`src/rtl/gpio_pkg.sv`:
```
// Shared constants for the GPIO peripheral: register word offsets and bus data width.
package gpio_pkg;

  localparam int unsigned GPIO_DATA_W = 32;

  localparam int unsigned GPIO_OFF_OUT  = 0;
  localparam int unsigned GPIO_OFF_SET  = 1;
  localparam int unsigned GPIO_OFF_CLR  = 2;
  localparam int unsigned GPIO_OFF_TGL  = 3;
  localparam int unsigned GPIO_OFF_IN   = 4;
  localparam int unsigned GPIO_OFF_PEND = 5;
  localparam int unsigned GPIO_OFF_MASK = 6;
  localparam int unsigned GPIO_OFF_POL  = 7;

endpackage

```
`src/rtl/gpio_sync_edge.sv`:
```
// Input synchronizer chain plus previous-sample register and per-bit edge detect.
// GPIO_FALL_EDGE_EN adds a per-bit polarity select (1 = falling edge).
module gpio_sync_edge #(
  parameter int unsigned WIDTH       = 32,
  parameter int unsigned SYNC_STAGES = 2
) (
  input  logic             clk_i,
  input  logic             rst_i,
`ifdef GPIO_FALL_EDGE_EN
  input  logic [WIDTH-1:0] pol_i,
`endif
  input  logic [WIDTH-1:0] in_i,
  output logic [WIDTH-1:0] sync_o,
  output logic [WIDTH-1:0] edge_o
);

  logic [SYNC_STAGES-1:0][WIDTH-1:0] sync_q;
  logic [WIDTH-1:0]                  prev_q;

  always_ff @(posedge clk_i or posedge rst_i) begin
    if (rst_i) begin
      sync_q <= '0;
      prev_q <= '0;
    end else begin
      sync_q <= {sync_q[SYNC_STAGES-2:0], in_i};
      prev_q <= sync_q[SYNC_STAGES-1];
    end
  end

  assign sync_o = sync_q[SYNC_STAGES-1];

`ifdef GPIO_FALL_EDGE_EN
  // Polarity only selects the comparison; prev_q is untouched so a POL change never fires.
  assign edge_o = (pol_i & ~sync_o & prev_q) | (~pol_i & sync_o & ~prev_q);
`else
  assign edge_o = sync_o & ~prev_q;
`endif

endmodule

```
`src/rtl/gpio_port.sv`:
```
// Memory-mapped GPIO: OUT with set/clear/toggle aliases, synchronized inputs,
// W1C pending register and masked level irq. GPIO_FALL_EDGE_EN enables POL at offset 7.
module gpio_port #(
  parameter int unsigned WIDTH       = 32,
  parameter int unsigned SYNC_STAGES = 2,
  parameter int unsigned ADDR_W      = 3
) (
  input  logic              Clk,
  input  logic              Reset,
  input  logic [ADDR_W-1:0] addr,
  input  logic              we,
  input  logic              re,
  input  logic [31:0]       wdata,
  output logic [31:0]       rdata,
  output logic              rvalid,
  input  logic [WIDTH-1:0]  gpio_in,
  output logic [WIDTH-1:0]  gpio,
  output logic              irq
);
  import gpio_pkg::*;

  logic [WIDTH-1:0]       out_q, out_d;
  logic [WIDTH-1:0]       pend_q, pend_d;
  logic [WIDTH-1:0]       mask_q, mask_d;
  logic [WIDTH-1:0]       pend_clr;
  logic [WIDTH-1:0]       in_sync, in_edge;
  logic [WIDTH-1:0]       wval;
  logic [GPIO_DATA_W-1:0] rdata_q, rdata_d;
  logic                   rvalid_q;
  logic                   irq_q;

  assign wval = wdata[WIDTH-1:0];

`ifdef GPIO_FALL_EDGE_EN
  logic [WIDTH-1:0] pol_q, pol_d;

  gpio_sync_edge #(
    .WIDTH       (WIDTH),
    .SYNC_STAGES (SYNC_STAGES)
  ) u_sync_edge (
    .clk_i  (Clk),
    .rst_i  (Reset),
    .pol_i  (pol_q),
    .in_i   (gpio_in),
    .sync_o (in_sync),
    .edge_o (in_edge)
  );
`else
  gpio_sync_edge #(
    .WIDTH       (WIDTH),
    .SYNC_STAGES (SYNC_STAGES)
  ) u_sync_edge (
    .clk_i  (Clk),
    .rst_i  (Reset),
    .in_i   (gpio_in),
    .sync_o (in_sync),
    .edge_o (in_edge)
  );
`endif

  // Write decode
  always_comb begin
    out_d    = out_q;
    mask_d   = mask_q;
    pend_clr = '0;
`ifdef GPIO_FALL_EDGE_EN
    pol_d    = pol_q;
`endif
    if (we) begin
      case (addr)
        ADDR_W'(GPIO_OFF_OUT):  out_d    = wval;
        ADDR_W'(GPIO_OFF_SET):  out_d    = out_q | wval;
        ADDR_W'(GPIO_OFF_CLR):  out_d    = out_q & ~wval;
        ADDR_W'(GPIO_OFF_TGL):  out_d    = out_q ^ wval;
        ADDR_W'(GPIO_OFF_PEND): pend_clr = wval;
        ADDR_W'(GPIO_OFF_MASK): mask_d   = wval;
`ifdef GPIO_FALL_EDGE_EN
        ADDR_W'(GPIO_OFF_POL):  pol_d    = wval;
`endif
        default: ;
      endcase
    end
    // A fresh edge overrides a same-cycle write-1-to-clear of that bit.
    pend_d = (pend_q & ~pend_clr) | in_edge;
  end

  // Read mux sees pre-write register values, giving read-before-write ordering.
  always_comb begin
    rdata_d = '0;
    case (addr)
      ADDR_W'(GPIO_OFF_OUT),
      ADDR_W'(GPIO_OFF_SET),
      ADDR_W'(GPIO_OFF_CLR),
      ADDR_W'(GPIO_OFF_TGL):  rdata_d[WIDTH-1:0] = out_q;
      ADDR_W'(GPIO_OFF_IN):   rdata_d[WIDTH-1:0] = in_sync;
      ADDR_W'(GPIO_OFF_PEND): rdata_d[WIDTH-1:0] = pend_q;
      ADDR_W'(GPIO_OFF_MASK): rdata_d[WIDTH-1:0] = mask_q;
`ifdef GPIO_FALL_EDGE_EN
      ADDR_W'(GPIO_OFF_POL):  rdata_d[WIDTH-1:0] = pol_q;
`endif
      default: ;
    endcase
  end

  always_ff @(posedge Clk or posedge Reset) begin
    if (Reset) begin
      out_q    <= '0;
      pend_q   <= '0;
      mask_q   <= '0;
      rdata_q  <= '0;
      rvalid_q <= 1'b0;
      irq_q    <= 1'b0;
    end else begin
      out_q    <= out_d;
      pend_q   <= pend_d;
      mask_q   <= mask_d;
      rvalid_q <= re;
      irq_q    <= |(pend_q & mask_q);
      if (re) rdata_q <= rdata_d;
    end
  end

`ifdef GPIO_FALL_EDGE_EN
  always_ff @(posedge Clk or posedge Reset) begin
    if (Reset) pol_q <= '0;
    else       pol_q <= pol_d;
  end
`endif

  assign gpio   = out_q;
  assign rdata  = rdata_q;
  assign rvalid = rvalid_q;
  assign irq    = irq_q;

endmodule

```
`config.mk`:
```
export PLATFORM = sky130hd
export DESIGN_NAME = gpio_port
export DESIGN_NICKNAME = d
export VERILOG_FILES = /design/src/rtl/gpio_pkg.sv /design/src/rtl/gpio_sync_edge.sv /design/src/rtl/gpio_port.sv
export SDC_FILE = /design/constraint.sdc
export NUM_CORES = 1
export LEC_CHECK = 0
export CAP_MARGIN = 20
export CORE_MARGIN = 1.5
export CORE_UTILIZATION = 55
export CTS_BUF_LIST = sky130_fd_sc_hd__clkbuf_4 sky130_fd_sc_hd__clkbuf_8
export CTS_CLUSTER_SIZE = 30
export DETAILED_ROUTE_END_ITERATION = 10
export PLACE_DENSITY = 0.79
export SLEW_MARGIN = 20
export SYNTH_ARGS = -nofsm -noshare
export SYNTH_HDL_FRONTEND = slang
export SYNTH_HIERARCHICAL = 1
export SYNTH_SLANG_ARGS = --single-unit
```
`constraint.sdc`:
```
create_clock -name Clk -period 5.7 [get_ports Clk]
set_clock_uncertainty 0.05 [all_clocks]
set_input_delay 1.425 -clock Clk [delete_from_list [all_inputs] [get_ports Clk]]
set_output_delay 1.425 -clock Clk [all_outputs]
set_load 0.005 [all_outputs]
```
**Yosys cells after proc, flatten, opt, wreduce, memory -nomap -nowiden**

Cells that the tools add are included.

- Register bits: 226
- Input bits: 71
- Output and inout bits: 66
- Word-level logic and storage cells: 35

- Eq/ne operators: 6
- Mux-type cells: 4
- Bitwise operators: 10
- Reduce and logical (&&, ||, !) cells: 6

Operators by type and width:

| operator | count |
|---|---|
| 32-bit one-hot mux with 4 select lines | 2 |
| 32-bit AND | 4 |
| 32-bit inverter | 3 |
| 32-bit two-way mux | 2 |
| 32-bit bitwise OR | 2 |
| 32-bit OR reduction | 1 |
| 32-bit XOR | 1 |
| 3-bit == test, second input constant | 3 |
| 3-bit by 2-bit == test with 1-bit output, second input constant | 2 |
| 2-bit AND reduction | 2 |
| 4-bit nonzero test | 1 |
| 4-bit OR reduction | 1 |
| 3-bit by 1-bit == test with 1-bit output, second input constant | 1 |
| 3-bit zero test | 1 |

**Depth between registers and ports, before layout**

- Word-level depth: 6
- Gate-level depth with buffers: 6
- Gate-level depth less buffers: 5

**Modules after synthesis**

The synthesis kept the hierarchy.

Modules (own cells, without submodules):

| module | instances | cells an instance | area an instance (um^2) | seq. area each (um^2) |
|---|---|---|---|---|
| gpio_port | 1 | 654 | 7761.2 | 3253.1 |
| gpio_sync_edge | 1 | 161 | 3086.7 | 2402.3 |

**Least setup slack after synthesis**

Ideal clock, no wire load.

- Path kind: input to register
- From: in addr[1]
- To: reg out_q[10] (netlist: gpio[10])
- Library setup time: 0.125 ns
- Data arrival time: 2.443 ns
- Required time: 5.525 ns
- Path slack: 3.082 ns
- Cell stages on the path: 4
- Path buffers: 2
- Path through: buf_6 > buf_6 > mux4_2 > mux2_4

- Cells in the longest elaborated chain, start to end: 3
- Elaborated cells on any way between the ends: 7
- Those cells by class: 3 x eq/ne; 1 x mux; 3 x reduce/logical

Ends and longest elaborated chain:

| what | RTL line | text |
|---|---|---|
| start, declared | gpio_port.sv:10 | `input logic [ADDR_W-1:0] addr,` |
| 3-bit by 1-bit == test with 1-bit output, or another cell as far along | gpio_port.sv:70 | `case (addr)` |
| 4-bit nonzero test (no source line) | -- |  |
| 2-bit AND reduction (no source line) | -- |  |
| end signal, assigned | gpio_port.sv:114 | `out_q <= out_d;` |
| end, declared | gpio_port.sv:22 | `logic [WIDTH-1:0] out_q, out_d;` |

Several ways; a longest one is shown, not always the timed one.
A chain may end at the register's enable or synchronous reset.

**Worst setup path after layout**

- From: in addr[2]
- To: reg mask_q[9]

- Cells in the longest elaborated chain, start to end: 2

Ends and longest elaborated chain:

| what | RTL line | text |
|---|---|---|
| 3-bit == test | gpio_port.sv:70 |  |
| 2-bit AND reduction (no source line) | -- |  |
| end signal, assigned | gpio_port.sv:116 | `mask_q <= mask_d;` |
| end, declared | gpio_port.sv:24 | `logic [WIDTH-1:0] mask_q, mask_d;` |

Every way passes these cells.

==> impl_results.md <==
- Proportion of power drawn by flip-flops and latches: 45.9%
- Clock insertion delay at the later pin of the skew report: 0.53 ns
- Total count of hold-check failures in the final report: 0
- Fillers: 1,405
- Initial antenna violation count: 0
- Slew HR: 25.5%
- Vias in the first global route: 7,370
- Routed wire per std cell: 20.3 µm
- Post-detailed-route DRC marker count: 0
- Leak: 5.83 nW
- Post_cts resized: 0
- Root Buffer: clkbuf_8
- Post-Route Setup TNS: 0 ns
- Critical path's top delay family: buffers and inverters
- CORE AREA: 0.0194 mm²
- Setup crit start kind: input pin
- Total detailed-routing wirelength: 24.7 mm
- Area Growth Syn to Fin: 19.0%
- Clock-pin slew on the worst setup and hold paths: 0.06 ns
- Post-layout instance count excluding filler cells: 1,217
- Post-synthesis instance total: 815
- Largest area contributor in the synthesized netlist: dfrtp_1
- Worst ir drop on vdd: 0.162 mV
- Combinational fraction of design power: 21.7%
- Combined area of all synthesized cells: 0.0108 mm²
- Count of maximum capacitance violations: 0
- Number of port buffers: 136
- Worst endpoint required time: 6.05 ns
- Number of cells on the worst hold path: 0
- Total of warnings raised by yosys: 6
- Pin count of the biggest net entering global routing: 80
- Num CTS Buffers: 38
- CTS sink count: 226
- Number of synthesized register bits: 226
- Number of distinct library cells after synthesis: 31
- Aggregate global routing overflow: 0
- Total number of H-tree levels: 2
- Global-route total usage across every layer: 25.3%
- Clk buf depth: 3
- Startpoint of the lowest-slack hold path: u_sync_edge/sync_q[1]
- Combined buffer and inverter count along the critical path: 2
- Antenna Cells: 0
- Worst R2R Setup Slack: 3.97 ns
- Largest cells by area after synthesis: dfrtp_1 52%, ha_1 7.4%, a22oi_1 5.4%
- Final cycle utilization of the critical path: 62.3%
- DIE HEIGHT: 143 µm
- Share of the synthesized area in the top cell type: 52.1%
- Pre-CTS setup slack: 1.64 ns
- Via count: 6,950
- RSZ-0062 raised after global routing: no
- Slew at the pin with the worst max-slew slack: 1.12 ns
- Footprint of the multi-input gates: 0.00431 mm²
- Setup fix buffers added after clock tree synthesis: 0
- Proportion of synthesized chip area in sequential cells: 52.1%
- Maximum fanout along the worst path: 32
- Most frequent standard cell in the layout excluding fill and tap cells: dfrtp_1
- Capture instance of the worst register-to-register path: gpio[8]
- Antenna Violating Nets Remaining: 0
- Arrival time of data at the critical path endpoint: 3.90 ns
- CTS tree: yes
- Fraction of final layout cells sized beyond drive strength 1: 21.2%
- Cell with the largest stage delay on the worst path: clkdlybuf4s50_1
- Result of the run: complete, no violations
- First-pass GRT wire length: 39.6 mm
- Net switching component of the power: 1.25 mW
- Last weighted congestion value of the routability-driven placer: 0.828
- Startpoint of the worst-slack reg-to-reg timing path: gpio[8]
- First-pass DRT Iterations: 8
- CTS Hold Buffers Added: 0
- Post-layout minimum cycle time: 3.55 ns
- Net count of the mapped netlist: 950
- Top library cells by usage in the layout, fill and taps aside: 226 x dfrtp_1, 134 x clkdlybuf4s50_1, 98 x inv_1
- Number of nets in the layout: 1,063
- CP Class: in2reg
- Crit end category: register
- Vias per cell: 5.71
- Count of standard-cell rows: 51
- Clock power share: 32.4%
- Net switching share of the total power: 27.4%
- Placed standard-cell area: 0.0121 mm²
- Hold worst-path end: u_sync_edge/sync_o[1]
- Internal power contribution: 3.31 mW
- PnR worst setup slack: 2.15 ns
- Cell count after placement: 1,153
- Summed area of non-filler cells in the final layout: 0.0129 mm²
- Cell Chain, Critical Path: clkdlybuf4s50_1 -> and3b_1 -> buf_4 -> nand2_2 -> mux2_1
- Max-slew violation count: 0
- Worst reg2reg path depth: 4
- Initial cell density of the core: 55.9%
- Die outline area: 0.0206 mm²
- Power per unit of standard cell area: 353 mW/mm²
- Final setup viols: 0
- I/O pin count: 137
- Mean area per synthesized cell: 13.3 µm²
- Dpl hpwl: 16.3 mm
- Worst min-delay path class: reg2reg
- Fmax: 282 MHz
- Register cell area after layout: 0.00566 mm²
- Worst stage delay on the critical path: 0.72 ns
- Number of DRC markers in iteration 0: 734
- Chip width: 143 µm
[area by class of cell]
cell class	count	area share [%]
Tap cell	265	2.57
Inverter	101	3.00
Sequential cell	226	43.8
Clock buffer	64	6.05
Timing Repair Buffer	147	11.2
Multi-Input combinational cell	414	33.4
[per-stage QoR]
stage / hold slack (ns) / total power [mW] / util [%]
floorplan: 0.281 / 2.61 / -
global placement: 0.282 / 3.05 / 62.5
detailed placement: 0.285 / 3.11 / 62.5
CTS: 0.297 / 4.60 / 66.5
global route: 0.300 / 4.80 / 66.5
finish: 0.294 / 4.55 / 66.5
[state kept, by name, summed over array words and instances (netlist names)]
name                count
pend_q                 32
u_sync_edge/sync_q     32
irq                     1
u_sync_edge/sync_o     32
u_sync_edge/prev_q     32
gpio                   32
mask_q                 32
rdata                  32
rvalid                  1
[power groups by stage]
| stage | Combinational [mW] | Clock [mW] | Sequential (mW) |
|---|---|---|---|
| after floorplan | 0.575 | 0 | 2.03 |
| after global placement | 0.941 | 0 | 2.10 |
| after detailed placement | 0.995 | 0 | 2.11 |
| after CTS | 1.00 | 1.51 | 2.09 |
| after global routing | 1.10 | 1.58 | 2.12 |
| final | 0.989 | 1.47 | 2.09 |
[worst max-delay path by stage]
stage / start / cells past startpoint / slack, ns / to
2_1_floorplan: Reset / 1 / 0.76 / gpio[0]
3_3_place_gp: addr[2] / 5 / 1.66 / mask_q[9]
3_5_place_dp: addr[2] / 5 / 1.64 / mask_q[9]
4_1_cts: addr[2] / 5 / 2.18 / mask_q[9]
5_1_grt: addr[2] / 5 / 2.05 / mask_q[9]
6_report: addr[2] / 5 / 2.15 / mask_q[9]
[cell families (layout without fill, tap and decap cells)]
family / Yosys count / after routing / synth area share [%]
fa+ha+maj: 64 / 64 / 7.38
simple gates: 110 / 110 / 7.17
compound gates: 143 / 143 / 10.7
mux: 97 / 97 / 14.3
buf+inv: 175 / 312 / 8.30
flops: 226 / 226 / 52.1
[Yosys cell counts, drive strengths merged]
master    n
nand3     1
dfrtp   226
o32ai     1
mux4     32
and4b     1
or4       1
a222oi   31
a22oi    78
mux2     64
nor3b     1
mux2i     1
buf      63
ha       64
o221a     1
inv     101
nand4     4
and3b     2
nor2      1
a21o     32
nand2    66
nor2b    33
clkbuf   11
[routing by layer]
metal / vias up / part of all wire, % / wire length [µm] / global-route usage [%]
met4: 0 / 2.4 / 582 / 9.02
met2: 321 / 49 / 12100 / 41.3
met1: 3502 / 41 / 10100 / 33.6
met5: - / 0 / 0 / 0
met3: 37 / 7.3 / 1810 / 5.10
li1: 3090 / - / - / -
(Power assumes the default switching activity.)
